## src/rtl/led_seq_ctrl_if.sv

```systemverilog
// Host-side bundle for the LED pattern sequencer: memory write port, run control
// and the registered LED/status outputs.
interface led_seq_ctrl_if #(
  parameter int DEPTH = 16,
  parameter int WIDTH = 8
);
  localparam int AW = $clog2(DEPTH);

  logic             WR_EN;
  logic [AW-1:0]    WR_ADDR;
  logic [WIDTH-1:0] WR_DATA;
  logic             START;
  logic             STOP;
  logic [1:0]       MODE;
  logic [AW-1:0]    LAST;
  logic [WIDTH-1:0] LED;
  logic             BUSY;
  logic             DONE;

  modport master (
    output WR_EN, WR_ADDR, WR_DATA, START, STOP, MODE, LAST,
    input  LED, BUSY, DONE
  );

  modport slave (
    input  WR_EN, WR_ADDR, WR_DATA, START, STOP, MODE, LAST,
    output LED, BUSY, DONE
  );
endinterface

```

## src/rtl/led_seq_ctrl.sv

```systemverilog
// LED pattern sequencer: writable pattern memory stepped by a prescaler in loop,
// bounce or one-shot mode. LED_SEQ_DEFAULT_PATTERN_EN preloads a scanner pattern.
module led_seq_ctrl #(
  parameter int DEPTH    = 16,
  parameter int WIDTH    = 8,
  parameter int DIV_BITS = 19
) (
  input  logic           CLK,
  input  logic           RESET,
  led_seq_ctrl_if.slave  bus
);
  localparam int AW = $clog2(DEPTH);

  typedef enum logic {IDLE, RUN} state_t;

`ifdef LED_SEQ_DEFAULT_PATTERN_EN
  function automatic logic [DEPTH-1:0][WIDTH-1:0] f_scan_pat();
    logic [DEPTH-1:0][WIDTH-1:0] p;
    p = '0;
    for (int i = 0; i < DEPTH; i++) begin
      if (i < 8)       p[i] = WIDTH'(8'h01 << i);
      else if (i < 14) p[i] = WIDTH'(8'h01 << (14 - i));
    end
    return p;
  endfunction

  logic [DEPTH-1:0][WIDTH-1:0] r_mem = f_scan_pat();
`else
  logic [DEPTH-1:0][WIDTH-1:0] r_mem;
`endif

  state_t            r_state, w_state_nxt;
  logic [AW-1:0]     r_pc, w_pc_nxt;
  logic              r_dir, w_dir_nxt;     // 0 = up, 1 = down
  logic [DIV_BITS-1:0] r_presc, w_presc_nxt;
  logic [WIDTH-1:0]  r_led, w_led_nxt;
  logic              r_done, w_done_nxt;
  logic [1:0]        r_mode, w_mode_nxt;
  logic [AW-1:0]     r_last, w_last_nxt;
  logic [AW:0]       w_last_ext;
  logic              w_tick;
  logic [AW-1:0]     w_next;

  // Reads use the pre-edge contents, so a same-cycle write returns old data.
  always_ff @(posedge CLK) begin
    if (bus.WR_EN) r_mem[bus.WR_ADDR] <= bus.WR_DATA;
  end

  assign w_last_ext = {1'b0, bus.LAST};
  assign w_tick     = (r_presc == '1);

  always_ff @(posedge CLK or posedge RESET) begin
    if (RESET) begin
      r_state <= IDLE;
      r_pc    <= '0;
      r_dir   <= 1'b0;
      r_presc <= '0;
      r_led   <= '0;
      r_done  <= 1'b0;
      r_mode  <= 2'b00;
      r_last  <= '0;
    end else begin
      r_state <= w_state_nxt;
      r_pc    <= w_pc_nxt;
      r_dir   <= w_dir_nxt;
      r_presc <= w_presc_nxt;
      r_led   <= w_led_nxt;
      r_done  <= w_done_nxt;
      r_mode  <= w_mode_nxt;
      r_last  <= w_last_nxt;
    end
  end

  always_comb begin
    w_state_nxt = r_state;
    w_pc_nxt    = r_pc;
    w_dir_nxt   = r_dir;
    w_presc_nxt = r_presc;
    w_led_nxt   = r_led;
    w_done_nxt  = 1'b0;
    w_mode_nxt  = r_mode;
    w_last_nxt  = r_last;
    w_next      = r_pc;

    if (bus.STOP) begin
      w_state_nxt = IDLE;
      w_presc_nxt = '0;
    end else if (bus.START) begin
      w_state_nxt = RUN;
      w_pc_nxt    = '0;
      w_dir_nxt   = 1'b0;
      w_presc_nxt = '0;
      w_led_nxt   = r_mem[0];
      w_mode_nxt  = bus.MODE;
      w_last_nxt  = (w_last_ext > (AW+1)'(DEPTH-1)) ? AW'(DEPTH-1) : bus.LAST;
    end else if (r_state == RUN) begin
      w_presc_nxt = r_presc + 1'b1;
      if (w_tick) begin
        case (r_mode)
          2'b01: begin
            if (r_last == '0)        w_next = '0;
            else if (!r_dir) begin
              if (r_pc == r_last) begin
                w_dir_nxt = 1'b1;
                w_next    = r_pc - 1'b1;
              end else     w_next = r_pc + 1'b1;
            end else begin
              if (r_pc == '0) begin
                w_dir_nxt = 1'b0;
                w_next    = AW'(1);
              end else     w_next = r_pc - 1'b1;
            end
          end
          2'b10: begin
            if (r_pc == r_last) begin
              w_state_nxt = IDLE;
              w_done_nxt  = 1'b1;
              w_presc_nxt = '0;
            end else w_next = r_pc + 1'b1;
          end
          default: w_next = (r_pc == r_last) ? '0 : r_pc + 1'b1;
        endcase
        // One-shot completion leaves pc and LED on the final entry.
        w_pc_nxt  = w_next;
        w_led_nxt = r_mem[w_next];
      end
    end
  end

  assign bus.LED  = r_led;
  assign bus.BUSY = (r_state == RUN);
  assign bus.DONE = r_done;
endmodule
```

## src/flat_wrapper.sv

```systemverilog
// flat-port wrapper written by rule: the top's interface ports become plain ports
module led_seq_ctrl_flat 
#(
  parameter int DEPTH    = 16,
  parameter int WIDTH    = 8,
  parameter int DIV_BITS = 19
)
  (CLK, RESET, bus_WR_EN, bus_WR_ADDR, bus_WR_DATA, bus_START, bus_STOP, bus_MODE, bus_LAST, bus_LED, bus_BUSY, bus_DONE);
  led_seq_ctrl_if #(.DEPTH(DEPTH), .WIDTH(WIDTH)) bus_i ();
  input  logic CLK;
  input  logic RESET;
  input wire logic [$bits(bus_i.WR_EN)-1:0] bus_WR_EN;
  input wire logic [$bits(bus_i.WR_ADDR)-1:0] bus_WR_ADDR;
  input wire logic [$bits(bus_i.WR_DATA)-1:0] bus_WR_DATA;
  input wire logic [$bits(bus_i.START)-1:0] bus_START;
  input wire logic [$bits(bus_i.STOP)-1:0] bus_STOP;
  input wire logic [$bits(bus_i.MODE)-1:0] bus_MODE;
  input wire logic [$bits(bus_i.LAST)-1:0] bus_LAST;
  output wire logic [$bits(bus_i.LED)-1:0] bus_LED;
  output wire logic [$bits(bus_i.BUSY)-1:0] bus_BUSY;
  output wire logic [$bits(bus_i.DONE)-1:0] bus_DONE;
  assign bus_i.WR_EN = bus_WR_EN;
  assign bus_i.WR_ADDR = bus_WR_ADDR;
  assign bus_i.WR_DATA = bus_WR_DATA;
  assign bus_i.START = bus_START;
  assign bus_i.STOP = bus_STOP;
  assign bus_i.MODE = bus_MODE;
  assign bus_i.LAST = bus_LAST;
  assign bus_LED = bus_i.LED;
  assign bus_BUSY = bus_i.BUSY;
  assign bus_DONE = bus_i.DONE;
  led_seq_ctrl #(.DEPTH(DEPTH), .WIDTH(WIDTH), .DIV_BITS(DIV_BITS)) u_core (.CLK(CLK), .RESET(RESET), .bus(bus_i));
endmodule
```

## config.mk

```make
export PLATFORM = sky130hd
export DESIGN_NAME = led_seq_ctrl_flat
export DESIGN_NICKNAME = d
export VERILOG_FILES = /design/src/rtl/led_seq_ctrl_if.sv /design/src/rtl/led_seq_ctrl.sv /design/src/flat_wrapper.sv
export SDC_FILE = /design/constraint.sdc
export NUM_CORES = 1
export LEC_CHECK = 0
export ABC_AREA = 1
export CORE_ASPECT_RATIO = 1.75
export CORE_UTILIZATION = 60
export CTS_BUF_LIST = sky130_fd_sc_hd__clkbuf_4 sky130_fd_sc_hd__clkbuf_8
export CTS_CLUSTER_DIAMETER = 150
export DETAILED_ROUTE_END_ITERATION = 8
export PLACE_DENSITY = 0.9
export SYNTH_ARGS = -nofsm -noshare
export SYNTH_HDL_FRONTEND = slang
export SYNTH_SLANG_ARGS = --single-unit
export TNS_END_PERCENT = 10
```

## constraint.sdc

```tcl
create_clock -name CLK -period 3.74 [get_ports CLK]
set_clock_uncertainty 0.1 [all_clocks]
set_input_delay 0.374 -clock CLK [delete_from_list [all_inputs] [get_ports CLK]]
set_output_delay 0.374 -clock CLK [all_outputs]
set_load 0.1 [all_outputs]
```

==> results_dict.tcl, run 1 <==
set metrics [dict create \
    first_global_vias 6042 \
    postCtsHoldBufs 0 \
    ys_warn_count 0 \
    power.density_nw_per_um2 496 \
    vias_per_cell 5.70 \
    grt_max_degree 44 \
    path_buf_inv 2 \
    chipHeight_um 155 \
    layout_commonest_cell "nand2_1" \
    num_vias 6073 \
    setup_viol 0 \
    final_cell_mix "219 x nand2_1, 128 x edfxtp_1, 127 x nand3_1" \
    fin_crit_sh_pct 85.1 \
    drt_iter0_drc 640 \
    cts_setup_buffers 0 \
    synthTopCellsByArea "edfxtp_1 48%, dfrtp_1 12%, nand2_1 10%" \
    fmax_ghz 0.314 \
    num_rows 55 \
    routabilityCongestion 0.902 \
    wl_per_cell_um 16.9 \
    synth_top_area_share_pct 47.9 \
    p_leak_nw 3.69 \
    critPathTopFamily "simple AND/OR/NAND/NOR gates" \
    hold_violations 0 \
    peakVddDrop_uv 260 \
    start_util_pct 61.7 \
    startpoint_type "flip-flop" \
    ant_nets 0 \
    numPortBuffers 32 \
    grt_pass1_wl_um 28700 \
    crit_arrival_ps 3420 \
    fin_util_pct 67.5 \
    grt_overflow 0 \
    slowest_stage "dfrtp_1" \
    finalNetCount 911 \
    path_cells "inv_4, nand2_2, nand2_2, nor2_4, nand2_2, ha_1, nor2_1, nor2_1, nand2_2, nand2_2, buf_12, nand2_1, o21ai_0, nand3_1, nand3_1, nand3_1, nand2_1, nand2_1, nand2_1, nand2_1" \
    synth_area_um2 8030 \
    gr-usage-all-layers_pct 28.2 \
    synth_seq_area_share_pct 60.3 \
    post-route-min-period_ps 3180 \
    dr.pass1.iters 5 \
    drc 0 \
    crit_path_max_fanout 43 \
    worstSetupPathDepth 20 \
    ctsResizeCount 0 \
    worstMarginPinSlew_ps 1080 \
    syn_inst 859 \
    rsz0062_at_grt "false" \
    core_um2 13000 \
    drive_gt1_share_pct 6.94 \
    clock-sinks 168 \
    slowest_delay_ps 510 \
    worstSetupPathType "reg -> reg" \
    cts_max_path_buffers 2 \
    synthToLayoutAreaGrowth_pct 9.32 \
    synth.ff_latch_count 168 \
    root_buffer "clkbuf_8" \
    maxCapViolCount 0 \
    synth_top_cell_by_area "edfxtp_1" \
    synth_fp_nets 888 \
    reg2reg_to "u_core.bus.LED[4]" \
    outcome "complete, no violations" \
    syn_avg_cell_area_um2 9.35 \
    hold_class "in -> async" \
    r2r_start "u_core.r_pc[2]" \
    ios 33 \
    synth_cell_type_count 39 \
    n_antenna_cell 0 \
    n_fill_cell 952 \
    crit_path_end_kind "flip-flop" \
    die_area_um2 13900 \
    htree_levels 4 \
    dp_hpwl_um 11900 \
    wl_um 18000 \
    setup_tns_ps 0 \
    antenna_found_initial 0 \
    r2r_setup_slack_ps 560 \
    cts_tree "done" \
    cts_buffers 17 \
    reg2reg_depth 20 \
    path_clk_slew_ps 90 \
    max_slew_margin_pct 27.8 \
    cp.required_ps 3980 \
    dieWidth_um 89.4 \
    maxSlewViolCount 0 \
    clkLatencyLatePin_ps 450 \
]
[state kept, by name, indices dropped and copies added, names as in the netlist]
signal,count
u_core.r_mem,128
u_core.r_presc,19
u_core.bus.LED,8
u_core.r_last,4
u_core.r_pc,4
u_core.r_mode,2
u_core.bus.BUSY,1
u_core.bus.DONE,1
u_core.r_dir,1
[synthesized netlist by cell type]
cell / instances
nand2_1: 219
edfxtp_1: 128
nand3_1: 127
inv_1: 102
nor2_1: 74
dfrtp_1: 40
o21ai_0: 32
a21oi_1: 16
buf_2: 16
nor3_1: 11
xor2_1: 10
nand2_2: 9
o22ai_1: 8
buf_4: 7
clkbuf_1: 6
ha_1: 6
o21ai_1: 6
inv_2: 5
buf_1: 4
nand3b_1: 4
nand4_1: 4
buf_6: 3
nand3_2: 3
xnor2_1: 3
nor4_1: 2
a221oi_1: 1
a32o_1: 1
clkinv_1: 1
clkinv_4: 1
inv_4: 1
nand2_4: 1
nor2_2: 1
nor2_4: 1
nor3_2: 1
nor3b_1: 1
o211ai_1: 1
o21ai_2: 1
o21bai_4: 1
or2_2: 1
[kinds of logic (layout without fill, tap and decap cells)]
kind of cell | after synthesis | after routing | share of synthesized area [%]
buffers and inverters | 146 | 181 | 7.78
AO/OA/AOI/OAI | 67 | 67 | 4.66
AND/OR/NAND/NOR | 459 | 459 | 24.9
XOR/XNOR | 13 | 13 | 1.42
adder cells (fa/ha/maj) | 6 | 6 | 0.935
flip-flops | 168 | 168 | 60.3
[stage by stage]
step	worst slack, ps	hold slack (ps)	cells	power [W]	instance area (um2)
after floorplan	1110	340	859	0.00298	8030
after global placement	720	384	1034	0.00322	8440
after detailed placement	628	390	1034	0.00325	8440
after CTS	581	265	1065	0.00434	8780
after global routing	252	348	1065	0.00455	8780
final	558	253	1065	0.00435	8780
[per-layer routing]
metal / track usage, % / routed length (um) / share of wire, %
met1: 29.3 / 6120 / 34
met2: 48.7 / 9410 / 52
met3: 5.94 / 1280 / 7.1
met4: 20.3 / 1230 / 6.8
met5: 0 / 0 / 0
[worst max-delay path by stage]
stage,start,endpoint
2_1_floorplan,u_core.r_pc[2],u_core.bus.LED[0]
3_3_place_gp,u_core.r_pc[2],u_core.bus.LED[5]
3_5_place_dp,u_core.r_pc[2],u_core.bus.LED[4]
4_1_cts,u_core.r_pc[2],u_core.bus.LED[4]
5_1_grt,u_core.r_pc[2],u_core.bus.LED[0]
6_report,u_core.r_pc[2],u_core.bus.LED[4]
[where the power goes]
group | internal (W) | switching (W)
clock | 0.000457 | 0.000660
sequential | 0.00207 | 0.0000355
combinational | 0.000327 | 0.000805
[worst min-delay path, stage by stage]
cell	delay (ps)
clkdlybuf4s50_1	400
inv_1	50
buf_4	430
[area by class of cell]
type                    count  area [um2]  area share, %
clock buffers              17         234           2.67
clock inverters            14        98.8           1.13
inverters                 110         420           4.79
multi-input cells         545        2560           29.2
flip-flops and latches    168        4840           55.2
well taps                 171         214           2.44
repair buffers             40         405           4.62
(Power assumes the default switching activity.)
==> run 2, diff against run 1 <==
Settings changed: SLEW_MARGIN from default to 5.
==> results of run 2 <==
Same layout as run 1: the final DEF is identical, and so are final timing and power.
==> run 3, diff against run 2 <==
Clock period 3.74 ns to 3.6 ns, I/O delays scaled along.
==> run 3 against run 2 <==
Global-route usage up 0.29 points. Clock power is 21% higher. Setup slack worse by 120 ps. Flip-flop and latch count did not move. Count of clock-buffer cells in the layout unchanged. Sequential power grew 4%. Non-clock buffer count unchanged. Sequential share of layout area is 0.36 points lower. Largest cell class unchanged.
==> results_dict.tcl, run 3 (same netlist as run 1, synthesis figures left out) <==
set metrics [dict create \
    clkPwrFrac_pct 28.6 \
    power_w 0.00475 \
    fin_util_pct 67.9 \
    setup_viol 0 \
    crit_path_end_kind "flip-flop" \
    path_buf_inv 2 \
    p_comb_share_pct 25.4 \
    finalNetCount 911 \
    cts_buffers 17 \
    p_int_w 0.00311 \
    critPathTopFamily "simple AND/OR/NAND/NOR gates" \
    n_fill_cell 940 \
    power.density_nw_per_um2 537 \
    wl_um 18500 \
    worstSetupPathType "reg -> reg" \
    critPathLaunch "u_core.r_pc[2]" \
    dieWidth_um 89.4 \
    num_vias 6149 \
    cp.required_ps 3850 \
    first_global_vias 6111 \
    switching_power_w 0.00164 \
    grt_pass1_wl_um 29300 \
    num_rows 55 \
    grt_overflow 0 \
    ctsResizeCount 0 \
    routabilityCongestion 0.872 \
    post-route-min-period_ps 3170 \
    vias_per_cell 5.77 \
    synthToLayoutAreaGrowth_pct 10.0 \
    top_register "u_core.r_mem" \
    fmax_ghz 0.316 \
    final_cell_mix "219 x nand2_1, 128 x edfxtp_1, 127 x nand3_1" \
    chipHeight_um 155 \
    core_um2 13000 \
    hold_class "in -> async" \
    largest_reg_flops 128 \
    cts_setup_buffers 0 \
    hold_violations 0 \
    numPortBuffers 32 \
    grt_max_degree 78 \
    worstMarginPinSlew_ps 1020 \
    maxCapViolCount 0 \
    drc 0 \
    ant_nets 0 \
    die_area_um2 13900 \
    r2r_start "u_core.r_pc[2]" \
    drt_iter0_drc 507 \
    max_slew_margin_pct 31.9 \
    root_buffer "clkbuf_8" \
    ios 33 \
    outcome "complete, no violations" \
    rsz0062_at_grt "false" \
    start_util_pct 61.7 \
    crit_path_max_fanout 77 \
    cp_common_cell "nand2_1" \
    setup_slack_ps 433 \
    setup_tns_ps 0 \
    crit_arrival_ps 3420 \
    clock-sinks 168 \
    gr-usage-all-layers_pct 28.5 \
    cts_tree "done" \
    postCtsHoldBufs 0 \
    n_antenna_cell 0 \
    slowest_stage "dfrtp_1" \
    htree_levels 4 \
    path_clk_slew_ps 90 \
    pwr-share-seq_pct 46.0 \
    clkLatencyLatePin_ps 470 \
    dr.pass1.iters 8 \
    peakVddDrop_uv 314 \
    slowest_delay_ps 530 \
    preCtsSetupSlack_ps 651 \
    dp_hpwl_um 11900 \
    startpoint_type "flip-flop" \
    path_cells "inv_4, nand2_2, nand2_2, nor2_4, nand2_2, ha_1, nor2_1, nor2_1, nand2_2, nand2_2, buf_12, nand2_1, o21ai_0, nand2_1, nand3_1, nand3_1, nand2_1, nand2_1, nand2_1, nand2_1" \
    p_leak_nw 3.72 \
    layout_commonest_cell "nand2_1" \
    fin_crit_sh_pct 88.0 \
    antenna_found_initial 0 \
    wl_per_cell_um 17.3 \
    cts_max_path_buffers 2 \
    drive_gt1_share_pct 7.26 \
    swShare_pct 34.5 \
    maxSlewViolCount 0 \
]
==> run 3: cell type report <==
| class | instances | area, um2 | share of cell area, % |
|---|---|---|---|
| clock inverter | 15 | 169 | 1.91 |
| timing repair buffer | 40 | 393 | 4.45 |
| sequential | 168 | 4840 | 54.8 |
| tap | 171 | 214 | 2.42 |
| inverter | 110 | 420 | 4.76 |
| clock buffer | 17 | 234 | 2.65 |
| multi-input combinational | 545 | 2560 | 29.0 |
==> run 3: per-layer routing <==
| layer | share of wire [%] | GRT usage (%) |
|---|---|---|
| met5 | 0 | 0 |
| met4 | 5.6 | 16.4 |
| met3 | 6.9 | 5.84 |
| met2 | 54 | 50.1 |
| met1 | 34 | 30.9 |
==> run 3: power groups by stage <==
stage               Sequential (W)  Clock, W  Combinational [W]
floorplan                  0.00237         0           0.000726
global placement           0.00222         0            0.00113
detailed placement         0.00223         0            0.00115
CTS                        0.00218   0.00136            0.00118
global route               0.00219   0.00143            0.00130
finish                     0.00218   0.00136            0.00120
==> run 3: worst min-delay path, cell delays in order <==
cell             delay, ps
clkdlybuf4s50_1        400
inv_1                   50
buf_4                  430
==> run 3: path summary, 6_finish.rpt <==
kind | to | cells past startpoint | slack (ps)
max in group asynchronous | u_core.bus.LED[1] | 3 | 2820
min in group CLK | u_core.r_last[1] | 3 | 370
setup reg to reg | u_core.bus.LED[4] | 20 | 430
setup / recovery | u_core.bus.LED[4] | 20 | 430
hold / removal | u_core.r_last[3] | 3 | 220
hold reg to reg | u_core.bus.LED[6] | 2 | 400
==> run 3: metrics by stage <==
step	instance area, um2	hold WS [ps]	instances
floorplan	8030	326	859
global placement	8430	374	1034
detailed placement	8430	374	1034
CTS	8830	229	1066
global route	8830	317	1066
finish	8830	224	1066
